**src/rtl/definitions.sv**
```systemverilog
// Shared definitions for the program loader.
//   INST_MEM_SIZE     default instruction word width in bits
//   INST_MEM_DEPTH    default instruction memory address width
//   loader_state_type loader FSM state encoding
package definitions;

    localparam int unsigned INST_MEM_SIZE  = 32;
    localparam int unsigned INST_MEM_DEPTH = 10;

    typedef enum logic [2:0] {
        IDLE,
        HEADER,
        PAYLOAD,
        CHECK,
        ERROR
    } loader_state_type;

endpackage

```
**src/rtl/chunk_assembler.sv**
```systemverilog
// Shifts IN_WIDTH chunks little-endian into a WORD_WIDTH word.
//   clk, reset   clock and synchronous active-high reset
//   clear        restart word assembly (drops any partial word)
//   chunk_valid  chunk_data is consumed this cycle
//   chunk_data   incoming chunk
//   word         assembled word including the current chunk
//   word_valid   word is complete this cycle (last chunk consumed)
module chunk_assembler #(
    parameter int unsigned WORD_WIDTH = 32,
    parameter int unsigned IN_WIDTH   = 8
) (
    input  logic                  clk,
    input  logic                  reset,
    input  logic                  clear,
    input  logic                  chunk_valid,
    input  logic [IN_WIDTH-1:0]   chunk_data,
    output logic [WORD_WIDTH-1:0] word,
    output logic                  word_valid
);

    localparam int unsigned CHUNKS = WORD_WIDTH / IN_WIDTH;
    localparam int unsigned CNT_W  = (CHUNKS > 1) ? $clog2(CHUNKS) : 1;
    localparam logic [CNT_W-1:0] LAST = CNT_W'(CHUNKS - 1);

    logic [CNT_W-1:0]      cnt_q, cnt_d;
    logic [WORD_WIDTH-1:0] shift_q, shift_d;

    // New chunk enters at the top so the first chunk ends up in the low bits.
    assign word = (shift_q >> IN_WIDTH) | (WORD_WIDTH'(chunk_data) << (WORD_WIDTH - IN_WIDTH));

    always_comb begin
        cnt_d      = cnt_q;
        shift_d    = shift_q;
        word_valid = 1'b0;
        if (clear) begin
            cnt_d   = '0;
            shift_d = '0;
        end else if (chunk_valid) begin
            shift_d    = word;
            word_valid = (cnt_q == LAST);
            cnt_d      = word_valid ? '0 : cnt_q + CNT_W'(1);
        end
    end

    always_ff @(posedge clk) begin
        if (reset) begin
            cnt_q   <= '0;
            shift_q <= '0;
        end else begin
            cnt_q   <= cnt_d;
            shift_q <= shift_d;
        end
    end

endmodule

```
**src/rtl/program_loader.sv**
```systemverilog
// Loads a framed program image (header word count, instruction words, XOR checksum) from a
// host chunk stream into instruction memory, and holds the Controller in reset until a
// complete, checksum-valid image has been written.
//   clk, reset         clock and synchronous active-high reset
//   start              begin a load (honoured in IDLE or ERROR only)
//   in_data/in_valid   host stream; transfer = in_valid && in_ready
//   in_ready           loader accepts a chunk (registered, depends on state only)
//   inst_write_*       single-cycle instruction memory write port
//   controller_hold    keep the Controller in reset while high
//   busy               HEADER, PAYLOAD or CHECK
//   done               one-cycle pulse on a successful load
//   error              sticky load failure, cleared by start
module program_loader #(
    parameter int unsigned INST_MEM_SIZE  = definitions::INST_MEM_SIZE,
    parameter int unsigned INST_MEM_DEPTH = definitions::INST_MEM_DEPTH,
    parameter int unsigned IN_WIDTH       = 8
) (
    input  logic                      clk,
    input  logic                      reset,
    input  logic                      start,
    input  logic [IN_WIDTH-1:0]       in_data,
    input  logic                      in_valid,
    output logic                      in_ready,
    output logic [INST_MEM_DEPTH-1:0] inst_write_addr,
    output logic [INST_MEM_SIZE-1:0]  inst_write_data,
    output logic                      inst_write_enable,
    output logic                      controller_hold,
    output logic                      busy,
    output logic                      done,
    output logic                      error
);

    import definitions::*;

    // Word counts run 1..2^INST_MEM_DEPTH, so they need one bit more than an address.
    localparam int unsigned CNT_W = INST_MEM_DEPTH + 1;
    localparam logic [INST_MEM_SIZE-1:0] MAX_COUNT = INST_MEM_SIZE'(1) << INST_MEM_DEPTH;

    loader_state_type          state_q, state_d;
    logic [CNT_W-1:0]          count_q, count_d;
    logic [CNT_W-1:0]          word_cnt_q, word_cnt_d;
    logic [INST_MEM_DEPTH-1:0] addr_q, addr_d;
    logic [IN_WIDTH-1:0]       csum_q, csum_d;
    logic [INST_MEM_DEPTH-1:0] waddr_q, waddr_d;
    logic [INST_MEM_SIZE-1:0]  wdata_q, wdata_d;
    logic                      we_q, we_d;
    logic                      hold_q, hold_d;
    logic                      done_q, done_d;
    logic                      in_ready_q;
    logic                      error_q;

    logic                      xfer;
    logic                      asm_clear;
    logic                      asm_valid;
    logic [INST_MEM_SIZE-1:0]  asm_word;
    logic                      word_valid;

    assign xfer = in_valid && in_ready_q;

    chunk_assembler #(
        .WORD_WIDTH (INST_MEM_SIZE),
        .IN_WIDTH   (IN_WIDTH)
    ) u_chunk_assembler (
        .clk         (clk),
        .reset       (reset),
        .clear       (asm_clear),
        .chunk_valid (asm_valid),
        .chunk_data  (in_data),
        .word        (asm_word),
        .word_valid  (word_valid)
    );

    always_comb begin
        state_d    = state_q;
        count_d    = count_q;
        word_cnt_d = word_cnt_q;
        addr_d     = addr_q;
        csum_d     = csum_q;
        waddr_d    = waddr_q;
        wdata_d    = wdata_q;
        we_d       = 1'b0;
        hold_d     = hold_q;
        done_d     = 1'b0;
        asm_clear  = 1'b0;
        asm_valid  = 1'b0;
        unique case (state_q)
            IDLE, ERROR: begin
                if (start) begin
                    state_d    = HEADER;
                    asm_clear  = 1'b1;
                    count_d    = '0;
                    word_cnt_d = '0;
                    addr_d     = '0;
                    csum_d     = '0;
                    hold_d     = 1'b1;
                end
            end
            HEADER: begin
                asm_valid = xfer;
                if (word_valid) begin
                    if (asm_word != '0 && asm_word <= MAX_COUNT) begin
                        count_d = asm_word[CNT_W-1:0];
                        state_d = PAYLOAD;
                    end else begin
                        state_d = ERROR;
                    end
                end
            end
            PAYLOAD: begin
                asm_valid = xfer;
                if (xfer) begin
                    csum_d = csum_q ^ in_data;
                end
                if (word_valid) begin
                    we_d       = 1'b1;
                    waddr_d    = addr_q;
                    wdata_d    = asm_word;
                    // Wraps to 0 after the all-ones address; no write follows the wrap.
                    addr_d     = addr_q + INST_MEM_DEPTH'(1);
                    word_cnt_d = word_cnt_q + CNT_W'(1);
                    if (word_cnt_d == count_q) begin
                        state_d = CHECK;
                    end
                end
            end
            CHECK: begin
                if (xfer) begin
                    if (in_data == csum_q) begin
                        state_d = IDLE;
                        done_d  = 1'b1;
                        hold_d  = 1'b0;
                    end else begin
                        state_d = ERROR;
                    end
                end
            end
            default: state_d = IDLE;
        endcase
    end

    always_ff @(posedge clk) begin
        if (reset) begin
            state_q    <= IDLE;
            count_q    <= '0;
            word_cnt_q <= '0;
            addr_q     <= '0;
            csum_q     <= '0;
            waddr_q    <= '0;
            wdata_q    <= '0;
            we_q       <= 1'b0;
            hold_q     <= 1'b1;
            done_q     <= 1'b0;
            in_ready_q <= 1'b0;
            error_q    <= 1'b0;
        end else begin
            state_q    <= state_d;
            count_q    <= count_d;
            word_cnt_q <= word_cnt_d;
            addr_q     <= addr_d;
            csum_q     <= csum_d;
            waddr_q    <= waddr_d;
            wdata_q    <= wdata_d;
            we_q       <= we_d;
            hold_q     <= hold_d;
            done_q     <= done_d;
            in_ready_q <= (state_d == HEADER) || (state_d == PAYLOAD) || (state_d == CHECK);
            error_q    <= (state_d == ERROR);
        end
    end

    assign in_ready          = in_ready_q;
    assign inst_write_addr   = waddr_q;
    assign inst_write_data   = wdata_q;
    assign inst_write_enable = we_q;
    assign controller_hold   = hold_q;
    assign busy              = (state_q == HEADER) || (state_q == PAYLOAD) || (state_q == CHECK);
    assign done              = done_q;
    assign error             = error_q;

endmodule
```
**config.mk**
```make
export PLATFORM = sky130hd
export DESIGN_NAME = program_loader
export DESIGN_NICKNAME = d
export VERILOG_FILES = /design/src/rtl/definitions.sv /design/src/rtl/chunk_assembler.sv /design/src/rtl/program_loader.sv
export SDC_FILE = /design/constraint.sdc
export NUM_CORES = 1
export LEC_CHECK = 0
export BUFFER_PORTS_ARGS = -buffer_cell sky130_fd_sc_hd__buf_2
export CORE_MARGIN = 2
export CORE_UTILIZATION = 55
export DETAILED_ROUTE_END_ITERATION = 7
export PLACE_DENSITY = 0.76
export SLEW_MARGIN = 20
export SYNTH_ARGS = -nofsm -noshare
export SYNTH_HDL_FRONTEND = slang
export SYNTH_HIERARCHICAL = 1
export SYNTH_SLANG_ARGS = --single-unit
export TNS_END_PERCENT = 10
```
**constraint.sdc**
```tcl
create_clock -name clk -period 3.7 [get_ports clk]
set_input_delay 0.37 -clock clk [delete_from_list [all_inputs] [get_ports clk]]
set_output_delay 0.37 -clock clk [all_outputs]
set_load 0.005 [all_outputs]
```
==> results_dict.tcl, run 1 <==
set metrics [dict create \
    final_util_pct 65.6 \
    post_cts_buffers 0 \
    rows 35 \
    topRoutingLayerUsed "met4" \
    viasPerCell 5.61 \
    syn_nets 621 \
    synth.avg_cell_area_um2 8.43 \
    die_area_um2 10100 \
    start_util_pct 56.1 \
    fp.coreArea_um2 9110 \
    clk_latency_ns 0.51 \
    synth_edf_count 0 \
    wl_met3_um 608 \
    critPathBufInv 0 \
    ir_drop_mv 0.507 \
    grt_max_degree 59 \
    grt_use_total_pct 24.5 \
    final_cell_mix "dfxtp_1 (116), nand2_1 (110), a21oi_1 (65)" \
    period_needed_ns 3.25 \
    netlist_instances 606 \
    netlist_area_um2 5110 \
    cts_resized 0 \
    postRouteAntennaNets 0 \
    met1_length_mm 5.12 \
    tns_ns 0 \
    synth_ff_type "dfxtp_1" \
    cts_buffers 17 \
    cts_root_buf "clkbuf_8" \
    max_stage_delay_ns 0.65 \
    cp_common_cell "nor2_1" \
    grt_pass1_vias 4079 \
    io_pins 60 \
    drive_above_1_share_pct 15.6 \
    ff_latch_area_um2 2320 \
    antenna_found_initial 0 \
    dr_wl_met2_mm 6.10 \
    synth_cell_types 50 \
    clk_pin_slew_worst_paths_ns 0.06 \
    cts_buffer_depth 2 \
    min_path_cells 3 \
    layout_commonest_cell "dfxtp_1" \
    multi_input_area_um2 2520 \
    die_height_um 100 \
    drtIter0Drc 235 \
    hold_viol 0 \
    drv_slew 0 \
    cp_slowest_cell "a2111oi_2" \
    post-route-period-util_pct 87.8 \
    end_kind "register" \
    critPathLaunchType "register" \
    hold-path-endpoint "inst_write_data[28]" \
    fillers 765 \
    crit_family "simple AND/OR/NAND/NOR gates" \
    hold_path.class "primary input to register" \
    reg2reg_depth 9 \
    slew_headroom_pct 32.2 \
    power_density_nw_per_um2 525 \
    gp_congestion 0.907 \
    ys_seq_elements 116 \
    synthArstFlopShare_pct 0 \
    critPathMaxFanout 9 \
    cts_tree "built" \
    drc 0 \
    post_drt_wl_per_cell_um 15.6 \
    firstDrtPassIters 5 \
    place_hpwl_mm 7.67 \
    die_x_um 100 \
    cts_sinks 116 \
    globalRouteOverflowTotal 0 \
    path_class "register to register" \
    p_leak_uw 0.00228 \
    r2r-end "addr_q[7]" \
    seq_area_frac_synth_pct 45.4 \
    diodes 0 \
    arrival_ns 3.64 \
    yosys_warnings 6 \
    fin_skew_ns 0.00786 \
    synthToLayoutAreaGrowth_pct 17.0 \
    max_clock_freq_mhz 308 \
    wl_mm 11.9 \
    crit_required_ns 4.09 \
    final_nets 654 \
    timing.rr.start "state_q[1]" \
    rsz0062_at_grt "false" \
    worstHoldStart "in_data[4]" \
    outcome "complete, no violations" \
    portBuffers 59 \
    cap_violations 0 \
    htreeDepth 4 \
    fin_cells 763 \
    r2r_setup_slack_ns 0.45 \
    place_inst 731 \
    grt_pass1_wl_mm 19.6 \
    finalSetupViolCount 0 \
    worst_slew_pin_slew_ns 1.02 \
    dr_total_vias 4278 \
    ctsHoldBuffers 0 \
    critical_path.cell_chain "nor3b_1 -> o21a_1 -> nand2_1 -> nor2_1 -> nand3b_1 -> a2111oi_2 -> nand3_1 -> xor2_1 -> nor2_1" \
]
## routing by layer
metal  GRT usage [%]  up-vias
met1            29.9     2036
met4            6.53        0
li1                -     2119
met3            5.57       10
met5               0        -
met2            43.3      113
## cells in the mapped netlist (all sizes together) (4+ instances only)
cell type / count / area, um2
or4: 4 / 33.8
nand3b: 12 / 90.1
nand3: 11 / 55.1
nor2: 61 / 229
mux2i: 36 / 360
a21oi: 65 / 325
nand2b: 15 / 93.8
clkbuf: 31 / 116
xnor2: 19 / 166
nand4: 9 / 56.3
nor3b: 6 / 45.0
and3: 4 / 25.0
o21ai: 16 / 80.1
nor4: 6 / 37.5
xor2: 11 / 96.3
buf: 19 / 156
nor3: 8 / 40.0
a31oi: 4 / 25.0
dfxtp: 116 / 2320
nand2: 111 / 417
## through the flow
stage / power (uW) / cell area (um2) / hold slack, ns / worst slack, ns
3_3_place_gp: 1360 / 5310 / 0.433 / 0.767
4_1_cts: 3150 / 5970 / 0.154 / 0.368
2_1_floorplan: 1340 / 5110 / 0.444 / 0.753
3_5_place_dp: 1360 / 5310 / 0.437 / 0.479
6_report: 3140 / 5980 / 0.171 / 0.453
5_1_grt: 3210 / 5980 / 0.160 / 0.161
## cell type report
type	instances	area share, %
inverters	3	0.188
clock buffers	21	7.68
well taps	111	2.32
flip-flops and latches	116	38.8
repair buffers	64	5.57
clock inverters	11	3.31
multi-input cells	437	42.1
## registers in the layout, summed over array words and instances (netlist names), 3 cells and up
signal	count
inst_write_data	32
addr_q	10
csum_q	8
u_chunk_assembler/shift_q	24
word_cnt_q	11
count_q	11
state_q	3
inst_write_addr	10
## report_power, final
part | internal, uW | switching (uW) | leakage, uW | total (uW)
Sequential | 1250 | 4.32 | 0.000934 | 1260
Combinational | 24.4 | 57.8 | 0.00103 | 82.2
Clock | 1220 | 581 | 0.000319 | 1800
Total | 2500 | 643 | 0.00228 | 3140
## tightest hold or removal path: stages
cell	delay, ns
buf_2	0.15
nand2_1	0.06
a21oi_1	0.05
## cell families after synthesis
group	after synthesis	synth area share (%)
flip-flops	116	45.4
AO/OA/AOI/OAI	106	11.9
XOR/XNOR	30	5.14
AND/OR/NAND/NOR	262	24.1
multiplexers	36	7.05
adder cells (fa/ha/maj)	3	0.735
buffers and inverters	53	5.56
## how the worst max path moves through the flow
stage / depth (start not counted) / start / slack (ns) / endpoint
after floorplan: 13 / state_q[0] / 0.75 / addr_q[7]
after global placement: 9 / state_q[1] / 0.77 / addr_q[9]
after detailed placement: 9 / state_q[1] / 0.48 / addr_q[5]
after CTS: 9 / state_q[1] / 0.37 / addr_q[7]
after global routing: 9 / state_q[1] / 0.16 / addr_q[7]
final: 9 / state_q[1] / 0.45 / addr_q[7]
No activity file was read; power rests on OpenSTA's default activity.
==> inputs of run 2 (changes only) <==
--- a/config.mk
+++ b/config.mk
@@ -7,9 +7,9 @@
 export LEC_CHECK = 0
 export BUFFER_PORTS_ARGS = -buffer_cell sky130_fd_sc_hd__buf_2
 export CORE_MARGIN = 2
-export CORE_UTILIZATION = 55
+export CORE_UTILIZATION = 52
 export DETAILED_ROUTE_END_ITERATION = 7
-export PLACE_DENSITY = 0.76
+export PLACE_DENSITY = 0.75
 export SLEW_MARGIN = 20
 export SYNTH_ARGS = -nofsm -noshare
 export SYNTH_HDL_FRONTEND = slang
==> constraint.sdc (replaced) <==
create_clock -name clk -period 2.9 [get_ports clk]
set_input_delay 0.29 -clock clk [delete_from_list [all_inputs] [get_ports clk]]
set_output_delay 0.29 -clock clk [all_outputs]
set_load 0.005 [all_outputs]
==> results_dict.tcl, run 2 (same netlist as run 1, synthesis figures left out) <==
set metrics [dict create \
    drive_above_1_share_pct 15.7 \
    io_pins 60 \
    top_usage_layer "met2" \
    worst_slew_pin_slew_ns 0.856 \
    startpoint "state_q[0]" \
    critPathLaunchType "register" \
    r2r_setup_slack_ns 0.39 \
    max_clock_freq_mhz 399 \
    drtIter0Drc 258 \
    crit_family "simple AND/OR/NAND/NOR gates" \
    slew_headroom_pct 42.9 \
    arrival_ns 2.91 \
    die_x_um 103 \
    post_drt_wl_per_cell_um 15.5 \
    timing.rr.start "state_q[0]" \
    antenna_found_initial 0 \
    hold_viol 0 \
    diodes 0 \
    fin_cells 787 \
    crit_required_ns 3.30 \
    drc 0 \
    fillers 871 \
    post-route-period-util_pct 86.5 \
    grt_use_total_pct 24.4 \
    period_needed_ns 2.51 \
    clk_latency_ns 0.52 \
    fin_skew_ns 0.00699 \
    place_hpwl_mm 8.24 \
    final_cell_mix "dfxtp_1 (116), nand2_1 (110), a21oi_1 (65)" \
    place_inst 758 \
    postRouteAntennaNets 0 \
    die_height_um 103 \
    start_util_pct 53.0 \
    dr_total_vias 4339 \
    die_area_um2 10600 \
    end_kind "register" \
    hold_slack_ns 0.0696 \
    grt_max_degree 47 \
    layout_commonest_cell "dfxtp_1" \
    cp_num_cells 9 \
    final_nets 659 \
    gp_congestion 0.856 \
    cts_root_buf "clkbuf_8" \
    cts_sinks 116 \
    portBuffers 59 \
    path_class "register to register" \
    viasPerCell 5.51 \
    largest_reg_flops 32 \
    final_util_pct 61.6 \
    power_uw 3680 \
    critPathMaxFanout 10 \
    firstDrtPassIters 5 \
    use_met2_pct 41.1 \
    rows 36 \
    cap_violations 0 \
    worstHoldStart "in_data[3]" \
    max_stage_delay_ns 0.62 \
    post_cts_buffers 0 \
    wl_mm 12.2 \
    cts_buffer_depth 2 \
    cp_slowest_cell "a2111oi_2" \
    critical_path.cell_chain "nor3b_2 -> o21a_1 -> nand2_1 -> nor2_1 -> nand3b_1 -> a2111oi_2 -> nand3_1 -> xor2_1 -> nor2_1" \
    grt_use_met1_pct 29.9 \
    grt_pass1_vias 4129 \
    critPathBufInv 0 \
    hold_path.class "primary input to register" \
    cp-endpoint "addr_q[7]" \
    rsz0062_at_grt "false" \
    htreeDepth 4 \
    ir_drop_mv 0.498 \
    cp_common_cell "nor2_1" \
    globalRouteOverflowTotal 0 \
    r2r-end "addr_q[7]" \
    synthToLayoutAreaGrowth_pct 16.3 \
    reg2reg_depth 9 \
    power_density_nw_per_um2 619 \
    cts_tree "built" \
    tns_ns 0 \
    fp.coreArea_um2 9640 \
    cts_buffers 17 \
    clk_pin_slew_worst_paths_ns 0.05 \
    p_leak_uw 0.00225 \
    outcome "complete, no violations" \
    drv_slew 0 \
    use_met3_pct 5.90 \
    finalSetupViolCount 0 \
    min_path_cells 3 \
    grt_pass1_wl_mm 20.0 \
]
[run 2: per-layer routing]
layer	wire (um)	up-vias
li1	-	2136
met1	5250	2053
met2	6140	125
met3	595	25
met4	242	0
met5	0	-
[run 2: layout make-up]
cell class              count  area [um2]  area share (%)
multi-input cells         437        2520            42.3
flip-flops and latches    116        2320            39.1
clock buffers              24         480            8.09
repair buffers             69         370            6.23
well taps                 133         166            2.80
clock inverters             5        75.1            1.26
inverters                   3        11.3           0.190
[run 2: worst min-delay path: cells and delay by family]
kind | cells | cell delay (ns)
simple gates | 1 | 0.06
compound gates | 1 | 0.05
buf+inv | 1 | 0.14
[run 2: worst min-delay path by stage]
stage                           to
3_5_place_dp    inst_write_addr[1]
2_1_floorplan    inst_write_enable
6_report       inst_write_data[27]
3_3_place_gp       controller_hold
5_1_grt        inst_write_data[26]
4_1_cts        inst_write_data[27]
[run 2: timing repair]
item,4_1_cts,5_1_grt
resized for setup,0,1
setup endpoints to repair,0,1
hold buffers,0,0
[run 2: power breakdown]
group / switching [uW] / internal [uW]
sequential: 5.29 / 1600
clock: 674 / 1290
combinational: 74.3 / 31.3
[run 2: per-stage QoR]
stage,area [um2],worst slack (ns)
2_1_floorplan,5110,0.117
3_3_place_gp,5380,0.519
4_1_cts,5940,0.280
6_report,5940,0.391
3_5_place_dp,5380,0.332
5_1_grt,5940,0.136
